==> src/rtl/sr_sw_ram_fifo_if.sv <==
// Valid/ready handshake bundle for the RAM-backed FIFO: producer push side and consumer pop side.
// The FIFO takes the slave modport; the bench or the neighbouring pipeline stage takes master.
interface sr_sw_ram_fifo_if #(
    parameter int DATA_WIDTH = 8
);
    logic                  in_valid;
    logic                  in_ready;
    logic [DATA_WIDTH-1:0] in_data;
    logic                  out_valid;
    logic                  out_ready;
    logic [DATA_WIDTH-1:0] out_data;

    modport master (
        output in_valid, in_data, out_ready,
        input  in_ready, out_valid, out_data
    );

    modport slave (
        input  in_valid, in_data, out_ready,
        output in_ready, out_valid, out_data
    );
endinterface

==> src/rtl/sr_sw_ram_fifo.sv <==
// Elastic valid/ready FIFO built on one behavioural RAM (registered write, async read).
// Latency: a word pushed in cycle N is at out_data with out_valid in cycle N+1.
// Backpressure: in_ready = !full, out_valid = !empty, both from registered count only.
module sr_sw_beh_ram #(
    parameter int DATA_WIDTH    = 8,
    parameter int DEPTH         = 4,
    parameter int ADDRESS_WIDTH = $clog2(DEPTH)
) (
    input  logic                     clk,
    input  logic                     chip_select,
    input  logic                     read_enable,
    input  logic                     write_enable,
    input  logic [ADDRESS_WIDTH-1:0] write_addr,
    input  logic [DATA_WIDTH-1:0]    write_data,
    input  logic [ADDRESS_WIDTH-1:0] read_addr,
    output logic [DATA_WIDTH-1:0]    read_data
);
    logic [DATA_WIDTH-1:0] mem [DEPTH];

    always_ff @(posedge clk) begin
        if (chip_select && write_enable) begin
            mem[write_addr] <= write_data;
        end
    end

    assign read_data = (chip_select && read_enable) ? mem[read_addr] : '0;
endmodule

module sr_sw_ram_fifo #(
    parameter int DATA_WIDTH    = 8,
    parameter int DEPTH         = 4,
    parameter int ADDRESS_WIDTH = $clog2(DEPTH),
    parameter int COUNT_WIDTH   = $clog2(DEPTH + 1),
    parameter int AFULL_LEVEL   = DEPTH - 1
) (
    input  logic                   clk,
    input  logic                   rst,
    sr_sw_ram_fifo_if.slave        bus,
    output logic [COUNT_WIDTH-1:0] count,
    output logic                   almost_full,
    output logic                   overflow
);
    localparam logic [ADDRESS_WIDTH-1:0] LAST_ADDR = ADDRESS_WIDTH'(DEPTH - 1);
    localparam logic [COUNT_WIDTH-1:0]   FULL_CNT  = COUNT_WIDTH'(DEPTH);

    logic [ADDRESS_WIDTH-1:0] wr_ptr;
    logic [ADDRESS_WIDTH-1:0] rd_ptr;
    logic                     full;
    logic                     empty;
    logic                     push;
    logic                     pop;

    assign full        = (count == FULL_CNT);
    assign empty       = (count == '0);
    assign bus.in_ready  = !full;
    assign bus.out_valid = !empty;
    assign push        = bus.in_valid && !full;
    assign pop         = bus.out_ready && !empty;
    assign almost_full = (count >= COUNT_WIDTH'(AFULL_LEVEL));

    sr_sw_beh_ram #(
        .DATA_WIDTH    (DATA_WIDTH),
        .DEPTH         (DEPTH),
        .ADDRESS_WIDTH (ADDRESS_WIDTH)
    ) u_ram (
        .clk          (clk),
        .chip_select  (1'b1),
        .read_enable  (1'b1),
        .write_enable (push),
        .write_addr   (wr_ptr),
        .write_data   (bus.in_data),
        .read_addr    (rd_ptr),
        .read_data    (bus.out_data)
    );

    // Explicit wrap so non-power-of-two depths index only valid RAM rows.
    always_ff @(posedge clk) begin
        if (rst) begin
            wr_ptr   <= '0;
            rd_ptr   <= '0;
            count    <= '0;
            overflow <= 1'b0;
        end else begin
            if (push) begin
                wr_ptr <= (wr_ptr == LAST_ADDR) ? '0 : wr_ptr + ADDRESS_WIDTH'(1);
            end
            if (pop) begin
                rd_ptr <= (rd_ptr == LAST_ADDR) ? '0 : rd_ptr + ADDRESS_WIDTH'(1);
            end
            if (push && !pop) begin
                count <= count + COUNT_WIDTH'(1);
            end else if (pop && !push) begin
                count <= count - COUNT_WIDTH'(1);
            end
            if (bus.in_valid && full) begin
                overflow <= 1'b1;
            end
        end
    end

    // Pointer difference aliases to zero when full, so the occupancy check skips that case.
    always_ff @(posedge clk) begin
        if (!rst) begin
            assert (int'(count) <= DEPTH);
            assert (int'(wr_ptr) < DEPTH);
            assert (int'(rd_ptr) < DEPTH);
            assert (full || (int'(count) == (int'(wr_ptr) + DEPTH - int'(rd_ptr)) % DEPTH));
        end
    end
endmodule

==> src/flat_wrapper.sv <==
// flat-port wrapper written by rule: the top's interface ports become plain ports
module sr_sw_ram_fifo_flat 
#(
    parameter int DATA_WIDTH    = 8,
    parameter int DEPTH         = 4,
    parameter int ADDRESS_WIDTH = $clog2(DEPTH),
    parameter int COUNT_WIDTH   = $clog2(DEPTH + 1),
    parameter int AFULL_LEVEL   = DEPTH - 1
)
  (clk, rst, count, almost_full, overflow, bus_in_valid, bus_in_data, bus_out_ready, bus_in_ready, bus_out_valid, bus_out_data);
  sr_sw_ram_fifo_if #(.DATA_WIDTH(DATA_WIDTH)) bus_i ();
  input  logic clk;
  input  logic rst;
  output logic [COUNT_WIDTH-1:0] count;
  output logic almost_full;
  output logic overflow;
  input wire logic [$bits(bus_i.in_valid)-1:0] bus_in_valid;
  input wire logic [$bits(bus_i.in_data)-1:0] bus_in_data;
  input wire logic [$bits(bus_i.out_ready)-1:0] bus_out_ready;
  output wire logic [$bits(bus_i.in_ready)-1:0] bus_in_ready;
  output wire logic [$bits(bus_i.out_valid)-1:0] bus_out_valid;
  output wire logic [$bits(bus_i.out_data)-1:0] bus_out_data;
  assign bus_i.in_valid = bus_in_valid;
  assign bus_i.in_data = bus_in_data;
  assign bus_i.out_ready = bus_out_ready;
  assign bus_in_ready = bus_i.in_ready;
  assign bus_out_valid = bus_i.out_valid;
  assign bus_out_data = bus_i.out_data;
  sr_sw_ram_fifo #(.DATA_WIDTH(DATA_WIDTH), .DEPTH(DEPTH), .ADDRESS_WIDTH(ADDRESS_WIDTH), .COUNT_WIDTH(COUNT_WIDTH), .AFULL_LEVEL(AFULL_LEVEL)) u_core (.clk(clk), .rst(rst), .bus(bus_i), .count(count), .almost_full(almost_full), .overflow(overflow));
endmodule
==> config.mk <==
export PLATFORM = sky130hd
export DESIGN_NAME = sr_sw_ram_fifo_flat
export DESIGN_NICKNAME = d
export VERILOG_FILES = /design/src/rtl/sr_sw_ram_fifo_if.sv /design/src/rtl/sr_sw_ram_fifo.sv /design/src/flat_wrapper.sv
export SDC_FILE = /design/constraint.sdc
export NUM_CORES = 1
export LEC_CHECK = 0
export CAP_MARGIN = 15
export CORE_ASPECT_RATIO = 1.4
export CORE_UTILIZATION = 55
export DETAILED_ROUTE_END_ITERATION = 8
export DONT_BUFFER_PORTS = 1
export MAX_ROUTING_LAYER = met4
export PLACE_DENSITY = 0.7
export SLEW_MARGIN = 20
export SYNTH_ARGS = -nofsm -noshare
export SYNTH_HDL_FRONTEND = slang
export SYNTH_SLANG_ARGS = --single-unit
==> constraint.sdc <==
create_clock -name clk -period 3.05 [get_ports clk]
set_input_delay 0.7625 -clock clk [delete_from_list [all_inputs] [get_ports clk]]
set_output_delay 0.7625 -clock clk [all_outputs]
set_load 0.005 [all_outputs]
==> flow_summary.ini <==
[status]
status = complete, no violations

[place]
place_hpwl_um = 1690
place_inst = 128
numPortBuffers = 0
gp_congestion = 0.648

[clock_tree]
cts_hold_buffers = 0
cts_tree = built
htreeDepth = 2
cts_max_path_buffers = 2
clkLatencyLatePin_ps = 290
cts_resized = 0
cts-root-buf = clkbuf_8
cts_setup_buffers = 0
clk_pin_slew_ps = 70
cts_buffers = 5
cts_sinks = 42

[route]
drc_errors = 0
vias = 782
drt_wl_total_um = 2380
firstDrtPassIters = 4
drt-initial-drc-count = 22
viasPerCell = 5.79
ant_nets = 0
avgRoutedWirePerCell_um = 17.7

[sta]
fin_crit_sh_pct = 81.4
finalSetupViolCount = 0
finalClockSkew_ps = 4.67
post-route-min-period_ps = 2480
drv_slew = 0
final.setup.tns_ps = 0
rsz0062_at_grt = false
max_slew_margin_pct = 60.4
tightest_slew_ps = 589
hold_viol = 0
max_freq_mhz = 403

[yosys]
synthCells = 95
ys_top_cells_by_area = edfxtp_1, dfxtp_1, mux4_2
synth.cell_area_um2 = 1680
yosys_warnings = 0
yosys_register_bits = 42
synth_top_area_cell = edfxtp_1
synth-main-ff-cell = edfxtp_1
synth_cell_type_count = 28
mappedNetlistNets = 114
yosysMostFrequentCell = edfxtp_1
async_flop_share_pct = 0
synth_edf_count = 32
avgSynthCellArea_um2 = 17.7
ys_seq_area_share_pct = 69.2
synth_common_cells = edfxtp_1, dfxtp_1, mux4_2
synth_top_area_share_pct = 57.3

[critical_path]
crit_required_ps = 3270
crit_type = reg2reg
critPathTopFamily = compound AO/OA/AOI/OAI gates
cp-start-kind = register
endpoint_kind = register
slowest_delay_ps = 580
worstPathArrival_ps = 2700
path_cells = o31ai_1 > ha_1 > inv_1 > fa_1 > xor2_1 > or3_2 > a21oi_1
critPathMaxFanout = 8
slowest_stage = o31ai_1
path_buf_inv = 1

[power]
power_density_nw_per_um2 = 809
peakVddDrop_uv = 583
p_leak_nw = 0.623

[die]
ios = 27
die_w_um = 48.7
rows = 23
die_area_um2 = 3280
coreArea_um2 = 2880
start_util_pct = 58.3
die_height_um = 67.4

[final_layout]
instances_no_fill = 135
antenna_cells = 0
areaGrowthSynthToFinish_pct = 6.49
finalNetCount = 117
drive_gt1_share_pct = 23.5

[global_route]
grt-ovfl-total = 0
first_global_vias = 847
grt_pass1_wl_um = 3910
antenna_found_initial = 0
grt_util_all_layers_pct = 17.5
grt_max_degree = 13

[min_path]
worst_hold_path_type = reg2reg

[run]
drv_cap = 0
worst paths after layout:
check                    end       startpoint  slack [ps]  cells after the start
max          u_core.count[2]  u_core.count[0]         570                      7
min          u_core.overflow  u_core.overflow         510                      2
max reg2reg  u_core.count[2]  u_core.count[0]         570                      7
min reg2reg  u_core.overflow  u_core.overflow         510                      2
state kept, by name, indices dropped and copies added, names as in the netlist, named ones only:
register	cells
u_core.rd_ptr	2
u_core.u_ram.mem	32
u_core.wr_ptr	2
u_core.count	3
u_core.overflow	1
worst reg2reg max path, stage by stage, from the launching register on:
cell and delay (ps):
dfxtp_1 400, o31ai_1 580, ha_1 280, inv_1 60
fa_1 370, xor2_1 160, or3_2 410, a21oi_1 150
per-layer routing:
metal / track usage, % / wire, um
met1: 17.5 / 915
met2: 30.6 / 1280
met4: 11.0 / 69
met3: 4.73 / 121
met5: - / 0
report_power, final:
| group | switching (W) | internal [W] | leakage (nW) |
|---|---|---|---|
| logic | 0.000150 | 0.000167 | 0.204 |
| clock network | 0.000161 | 0.000179 | 0.0443 |
| registers | 0.0000868 | 0.000701 | 0.375 |
logic make-up after synthesis:
logic type,share of synthesized area (%)
muxes,11.9
xor gates and xnor gates,1.04
AOI/OAI and AO/OA,3.73
DFF,69.2
buffers and inverters,2.09
and+or+nand+nor,6.34
adders and majority gates,5.67
per-stage QoR:
stage | utilization, % | instance area [um^2] | total power, W | setup slack, ps | hold WS, ps
final | 62.1 | 1790 | 0.00145 | 567 | 509
after global routing | 62.1 | 1790 | 0.00152 | 442 | 528
after CTS | 62.1 | 1790 | 0.00146 | 587 | 497
after detailed placement | 59.1 | 1700 | 0.00112 | 575 | 487
after global placement | 59.1 | 1700 | 0.00110 | 703 | 471
after floorplan | - | 1680 | 0.00106 | 769 | 461
area by class of cell:
type,instances,area [um^2]
well taps,37,46.3
fillers,220,1090
flip-flops and latches,42,1160
clock buffers,7,86.3
inverters,3,11.3
multi-input cells,46,482
placed cells by master (no fill, tap or decap):
master,netlist,final
a21o_1,1,1
a21o_2,1,1
ha_1,6,6
nand2_1,1,1
inv_1,3,3
or3_2,2,2
a21oi_1,3,3
and2_4,1,1
or3b_1,1,1
mux4_2,8,8
clkbuf_8,0,6
o31ai_2,1,1
and3_2,4,4
o21ai_0,1,1
o31ai_1,1,1
mux2i_1,2,2
xor2_1,2,2
dfxtp_1,10,10
nor2_1,5,5
nand3_1,2,2
a31oi_1,1,1
fa_1,1,1
edfxtp_1,32,32
clkbuf_1,1,1
or3_1,1,1
nor3_1,1,1
No activity file was read; power rests on OpenSTA's default activity.
